===== config.mk =====
export PLATFORM = sky130hd
export DESIGN_NAME = text_line_fetcher
export DESIGN_NICKNAME = d
export VERILOG_FILES = /design/src/rtl/text_line_fetcher.sv
export SDC_FILE = /design/constraint.sdc
export NUM_CORES = 1
export LEC_CHECK = 0
export CAP_MARGIN = 20
export CORE_MARGIN = 2
export CORE_UTILIZATION = 30
export CTS_CLUSTER_DIAMETER = 30
export DETAILED_ROUTE_END_ITERATION = 6
export GPL_TIMING_DRIVEN = 0
export MAX_ROUTING_LAYER = met4
export PLACE_DENSITY = 0.49
export SLEW_MARGIN = 20
export SYNTH_ARGS = -nofsm -noshare
export SYNTH_HDL_FRONTEND = slang
export SYNTH_SLANG_ARGS = --single-unit
export TNS_END_PERCENT = 100

===== constraint.sdc =====
create_clock -name clk_logic -period 3.55 [get_ports clk_logic]
set_clock_uncertainty 0.2 [all_clocks]
set_input_delay 0.71 -clock clk_logic [delete_from_list [all_inputs] [get_ports clk_logic]]
set_output_delay 0.71 -clock clk_logic [all_outputs]
set_load 0.05 [all_outputs]

===== src/rtl/text_line_fetcher.sv =====
// Fetches one Apple II text row (40 or 80 columns) from shadow memory into a line buffer
// that the renderer can read at any time with one cycle of latency.
module text_line_fetcher #(
  parameter int unsigned ROWS = 24
) (
  input  logic        clk_logic,
  input  logic        reset,
  input  logic        start_i,
  input  logic [4:0]  row_i,
  input  logic        page2_i,
  input  logic        col80_i,
  output logic [15:0] video_address_o,
  output logic        video_rd_o,
  input  logic [31:0] video_data_i,
  output logic        busy_o,
  output logic        done_o,
  output logic        line_valid_o,
  input  logic [6:0]  char_col_i,
  output logic [7:0]  char_o
);

  localparam logic [1:0] IDLE  = 2'd0;
  localparam logic [1:0] FETCH = 2'd1;
  localparam logic [1:0] DRAIN = 2'd2;
  localparam logic [1:0] DONE  = 2'd3;

  logic [1:0]  state_q, state_d;
  logic [4:0]  k_q, k_d;
  logic [15:0] addr_q, addr_d;
  logic        col80_q, col80_d;
  logic        cap_valid_q, cap_valid_d;
  logic [4:0]  cap_k_q, cap_k_d;
  logic        line_valid_q, line_valid_d;
  logic [7:0]  char_q, char_d;
  logic [7:0]  buf_q [80];

  logic        accept;
  logic [15:0] base;
  logic [6:0]  widx80, widx40;

  assign accept = (state_q == IDLE) && start_i && (32'(row_i) < ROWS);
  assign base   = 16'h0400 + (page2_i ? 16'h0400 : 16'h0000) + {6'd0, row_i[2:0], 7'd0}
                + ({14'd0, row_i[4:3]} * 16'd40);
  assign widx80 = {cap_k_q, 2'b00};
  assign widx40 = {1'b0, cap_k_q, 1'b0};

  always_comb begin
    state_d      = state_q;
    k_d          = k_q;
    addr_d       = addr_q;
    col80_d      = col80_q;
    line_valid_d = line_valid_q;
    cap_valid_d  = (state_q == FETCH);
    cap_k_d      = k_q;
    char_d       = (char_col_i < 7'd80) ? buf_q[char_col_i] : 8'h00;
    unique case (state_q)
      IDLE: begin
        if (accept) begin
          state_d      = FETCH;
          k_d          = 5'd0;
          addr_d       = base;
          col80_d      = col80_i;
          line_valid_d = 1'b0;
        end
      end
      FETCH: begin
        if (k_q == 5'd19) begin
          state_d = DRAIN;
        end else begin
          k_d    = k_q + 5'd1;
          addr_d = addr_q + 16'd2;
        end
      end
      DRAIN: begin
        state_d      = DONE;
        line_valid_d = 1'b1;
      end
      DONE:    state_d = IDLE;
      default: state_d = IDLE;
    endcase
  end

  always_ff @(posedge clk_logic) begin
    if (reset) begin
      state_q      <= IDLE;
      k_q          <= 5'd0;
      addr_q       <= 16'h0400;
      col80_q      <= 1'b0;
      cap_valid_q  <= 1'b0;
      cap_k_q      <= 5'd0;
      line_valid_q <= 1'b0;
      char_q       <= 8'h00;
    end else begin
      state_q      <= state_d;
      k_q          <= k_d;
      addr_q       <= addr_d;
      col80_q      <= col80_d;
      cap_valid_q  <= cap_valid_d;
      cap_k_q      <= cap_k_d;
      line_valid_q <= line_valid_d;
      char_q       <= char_d;
    end
  end

  // Buffer is not reset; its contents are meaningless until line_valid_o rises.
  always_ff @(posedge clk_logic) begin
    if (cap_valid_q && !reset) begin
      if (col80_q) begin
        buf_q[widx80]         <= video_data_i[15:8];
        buf_q[widx80 + 7'd1]  <= video_data_i[7:0];
        buf_q[widx80 + 7'd2]  <= video_data_i[31:24];
        buf_q[widx80 + 7'd3]  <= video_data_i[23:16];
      end else begin
        buf_q[widx40]         <= video_data_i[7:0];
        buf_q[widx40 + 7'd1]  <= video_data_i[23:16];
      end
    end
  end

  assign video_address_o = addr_q;
  assign video_rd_o      = (state_q == FETCH);
  assign busy_o          = (state_q != IDLE);
  assign done_o          = (state_q == DONE);
  assign line_valid_o    = line_valid_q;
  assign char_o          = char_q;

endmodule


Word level (Yosys, flattened, before mapping) --
Memory sizes are Yosys's and may differ from the RTL's. A register that Yosys moved wholly into a read port is not among the register bits. Index checks and enable logic that the tools add are counted.
Word-level totals: register bits after elaboration 31, bits in latches 0, RAM bits 640, bits in read-only memories 0, input port bits 49, output and inout port bits 28, word-level logic and storage cells 67, memories kept 1
Memory list:
- buf_q | depth 80, width 8, rd ports 1, clocked after memory_dff 1, write ports 4, line 35 | logic [7:0] buf_q [80];
Operators by class: add/sub/neg operators 9, multiply operators 1, div/mod/pow operators 0, $lt $le $gt $ge 2, eq/ne operators 7, shift operators 0, muxes and demuxes 24, bitwise operators 1, reduce and logical (&&, ||, !) cells 15
Operator list (number):
- $mux W16 | 2
- $pmux W16 S2 | 1
- $add A16 B2 Y16 const B | 1
- $mux W8 | 2
- $reduce_or A8 Y1 | 2
- $add A13 B8 Y14 | 1
- $add A7 B2 Y7 const B | 2
- $mux W7 | 2
- $add A12 B10 Y13 | 1
- $add A11 B11 Y12 const A | 1
- $mux W11 | 1
- $mux W5 | 2
- $pmux W5 S2 | 1
- $mux W1 | 9
- $pmux W2 S4 | 1
- $add A6 B1 Y7 const B | 1
- $add A7 B1 Y7 const B | 1
- $lt A7 B7 Y1 const B | 1
- $reduce_and A2 Y1 | 3
- $reduce_bool A2 Y1 | 3
- $add A5 B1 Y5 const B | 1
- $eq A5 B5 Y1 const B | 1
- $lt A5 B5 Y1 const B | 1
- $mul A2 B3 Y5 const B | 1
- other kinds (12) | 17

Longest topological paths before layout --
word-level depth 6, gate-level depth with buffers 10, depth with buffers taken out 7

Worst setup path before layout --
No wires, ideal clock.
kind input port to flip-flop, start in reset, end mem buf_q[46][0], enable pin, data arrival time 3.077 ns, data required time 2.939 ns, setup slack -0.139 ns, cell stages on the path 7, buffers on the path 2, cell sequence buf_2 -> nor3b_2 -> buf_2 -> nand2_1 -> nor3b_1 -> a31oi_1 -> o21ai_0
RTL lines:
- start, declared | line 7 | input logic reset,
- end, declared | line 35

==> results_dict.tcl <==
set metrics [dict create \
    start_kind "flip-flop" \
    synthFlopType "edfxtp_1" \
    syn_nets 2200 \
    fin_crit_ns 3.59 \
    cts_tree "done" \
    syn_inst 2144 \
    rsz0062_at_grt "true" \
    r2r_end "buf_q[46][5]" \
    drc 0 \
    worstMarginPinSlew_ns 1.22 \
    synth_edf_count 640 \
    synth_top_family_by_area "multiplexers" \
    crit_fanout 10 \
    maxCapViolations 0 \
    grt_start_max_net_pins 22 \
    grt_overflow 0 \
    hold_path_end "cap_k_q[2]" \
    hold_viol_final 0 \
    crit_chain "buf_2, nor3b_4, buf_12, buf_2, nand3_1, o21ai_2, buf_6" \
    worstSetupPathType "reg -> reg" \
    yosysTopAreaCell "edfxtp_1" \
    ant_nets 0 \
    end_kind "flip-flop" \
    synth_area_per_cell_sq_um 14.2 \
    reg2reg_from "col80_q" \
    post-route-period-util_pct 101 \
    cp_common_cell "buf_2" \
    worstPathRequired_ns 3.77 \
    hold_depth 2 \
    nets 2461 \
    synthAdderAreaFrac_pct 0.288 \
    clkLatencyLatePin_ns 0.76 \
    cellPowerDensity_mw_per_mm2 700 \
    place_area_sq_mm 0.0331 \
    maxSlewViolCount 0 \
    clkTransAtPathRegs_ns 0.04 \
    max_slew_margin_pct 18.4 \
    arrival_ns 3.81 \
    antenna_found_initial 13 \
    drt-vias-per-instance 5.58 \
    io_pins 77 \
    cts_sinks 678 \
    numPortBuffers 61 \
    power_leakage_nw 13.3 \
    cts_buffers 161 \
    vias 21500 \
    clk_path_buf_depth 3 \
    die_w_microns 322 \
    muxShareOfSynthArea_pct 14.5 \
    async_reset_ff_share_pct 0 \
    grt_pass1_vias 21300 \
    synthToLayoutAreaGrowth_pct 28.4 \
    gp_congestion 0.940 \
    reg2regPathDepth 7 \
    hold_class "in -> reg" \
    fp.dieH_microns 322 \
    fmax_mhz 279 \
    ir_drop_uv 583 \
    fp.dieArea_sq_mm 0.104 \
    synth-xor-area-share_pct 0.144 \
    first_iter_violations 3027 \
    synth_compound_area_share_pct 8.44 \
    avgRoutedWirePerCell_microns 30.8 \
    yosysSeqAreaShare_pct 65.8 \
    synth_top_area_share_pct 63.3 \
    synthSimpleGateAreaFrac_pct 7.18 \
    final_area_sq_mm 0.0390 \
    synth_seq_cells 678 \
    routed_wl_mm 118 \
    hold_path.startpoint "reset" \
    htree_levels 4 \
    whs_ns 0.220 \
    setup_viol 7 \
    yosysWarnings 0 \
    start_util_pct 30.3 \
    crit_buf_inv 4 \
    cp_top_family "buffers and inverters" \
    setup_ws_ns -0.0393 \
    ys_types 48 \
    violations "setup timing" \
    coreArea_sq_mm 0.100 \
    synth.area.top_cells "edfxtp_1 63%, mux4_2 11%, a21oi_1 5.4%, nor2_1 4.2%, dfxtp_1 2.5%" \
    slowest_delay_ns 0.80 \
    rows 116 \
    status "finished with violations" \
    grt_usage_pct 23.4 \
    grt_pass1_wl_mm 163 \
    drive_gt1_share_pct 24.0 \
    rrSetupSlack_ns -0.04 \
    drt_pass1_iterations 7 \
    dp_hpwl_mm 77.2 \
    crit_path_top_delay_cell "o21ai_2" \
    syn_area_sq_mm 0.0304 \
    cts_root_buf "clkbuf_16" \
]
==> state kept, by name, indices dropped and copies added (netlist names) <==
register         count
buf_q              640
video_address_o     15
char_o               8
cap_k_d              5
cap_k_q              5
state_q              2
cap_valid_q          1
col80_q              1
line_valid_o         1
==> worst max path at each step <==
stage | startpoint | endpoint | slack (ns) | cells after the start
final | col80_q | buf_q[46][5] | -0.04 | 7
after global routing | col80_q | buf_q[46][5] | -0.02 | 7
after CTS | col80_q | buf_q[30][4] | 0.04 | 6
after detailed placement | reset | buf_q[39][3] | -1.20 | 7
after global placement | reset | buf_q[63][2] | -2.35 | 8
after floorplan | reset | buf_q[46][0] | -0.14 | 7
==> what timing repair did <==
action	4_1_cts	5_1_grt
hold buffers	0	0
pin swaps	3	0
gates resized for setup	12	9
setup endpoints to repair	414	68
setup buffers	7	0
==> stage by stage <==
step	setup TNS (ns)	setup slack (ns)	power, W	instances	utilization (%)
after global placement	-905.01	-2.35	0.0120	3503	32.5
final	-0.0622	-0.0393	0.0273	3848	38.9
after floorplan	-9.43	-0.139	0.0108	2144	-
after global routing	-0.0182	-0.0182	0.0279	3847	38.9
after CTS	0	0.0444	0.0273	3839	38.8
after detailed placement	-460.62	-1.20	0.0120	3532	33.0
==> layout by cell type, fill, tap and decap left out, types with 30 or more instances in the layout <==
cell,n
a21oi_1,325
buf_2,30
clkbuf_1,139
clkbuf_16,162
clkdlybuf4s50_1,61
dfxtp_1,38
edfxtp_1,640
mux2_2,41
mux2i_1,62
mux4_2,148
nand2_1,42
nand3_1,30
nor2_1,324
==> where the power goes <==
group	internal [W]	switching, W	leakage [nW]
Combinational	0.000814	0.00200	4.48
Sequential	0.00905	0.0000991	6.06
Clock	0.0103	0.00498	2.73
Total	0.0202	0.00708	13.3
==> routing by layer <==
metal | up-vias | global-route usage (%) | share of wire (%)
li1 | 8797 | - | -
met1 | 11100 | 29.9 | 40
met2 | 1333 | 35.3 | 46
met3 | 260 | 6.60 | 10
met4 | 0 | 8.54 | 3.2
met5 | - | - | 0
==> logic make-up after synthesis <==
| group | after synthesis |
|---|---|
| flip-flops | 678 |
| XOR/XNOR | 5 |
| adder cells (fa/ha/maj) | 7 |
| other | 1 |
| multiplexers | 251 |
| AO/OA/AOI/OAI | 465 |
| buffers and inverters | 233 |
| AND/OR/NAND/NOR | 504 |
==> cells in the mapped netlist, types with 12 or more instances <==
| library cell | instances |
|---|---|
| nor2b_1 | 24 |
| inv_1 | 28 |
| o21ai_0 | 40 |
| dfxtp_1 | 38 |
| clkbuf_1 | 128 |
| buf_6 | 12 |
| mux2_2 | 41 |
| mux2i_1 | 62 |
| buf_4 | 22 |
| nand2_1 | 42 |
| edfxtp_1 | 640 |
| a22oi_1 | 25 |
| buf_1 | 13 |
| nor2_1 | 342 |
| buf_2 | 30 |
| mux4_2 | 148 |
| o22ai_1 | 12 |
| nand3_1 | 30 |
| a21oi_1 | 326 |
| nand4_1 | 17 |
==> layout make-up <==
cell class	instances	area, sq um
Clock buffer	192	4250
Clock inverter	109	1430
Antenna cell	7	17.5
Sequential cell	678	20000
Fill cell	9380	61200
Tap cell	1298	1620
Timing Repair Buffer	99	1090
Inverter	28	105
Multi-Input combinational cell	1233	9490
Buffer	204	991
==> worst reg2reg max path, delay by kind of cell (launching register included) <==
family	cells	cell delay (ns)
flops	1	0.28
simple gates	2	1.01
buf+inv	4	0.99
compound gates	1	0.81
Note: power is estimated with default switching activity, not from simulation.
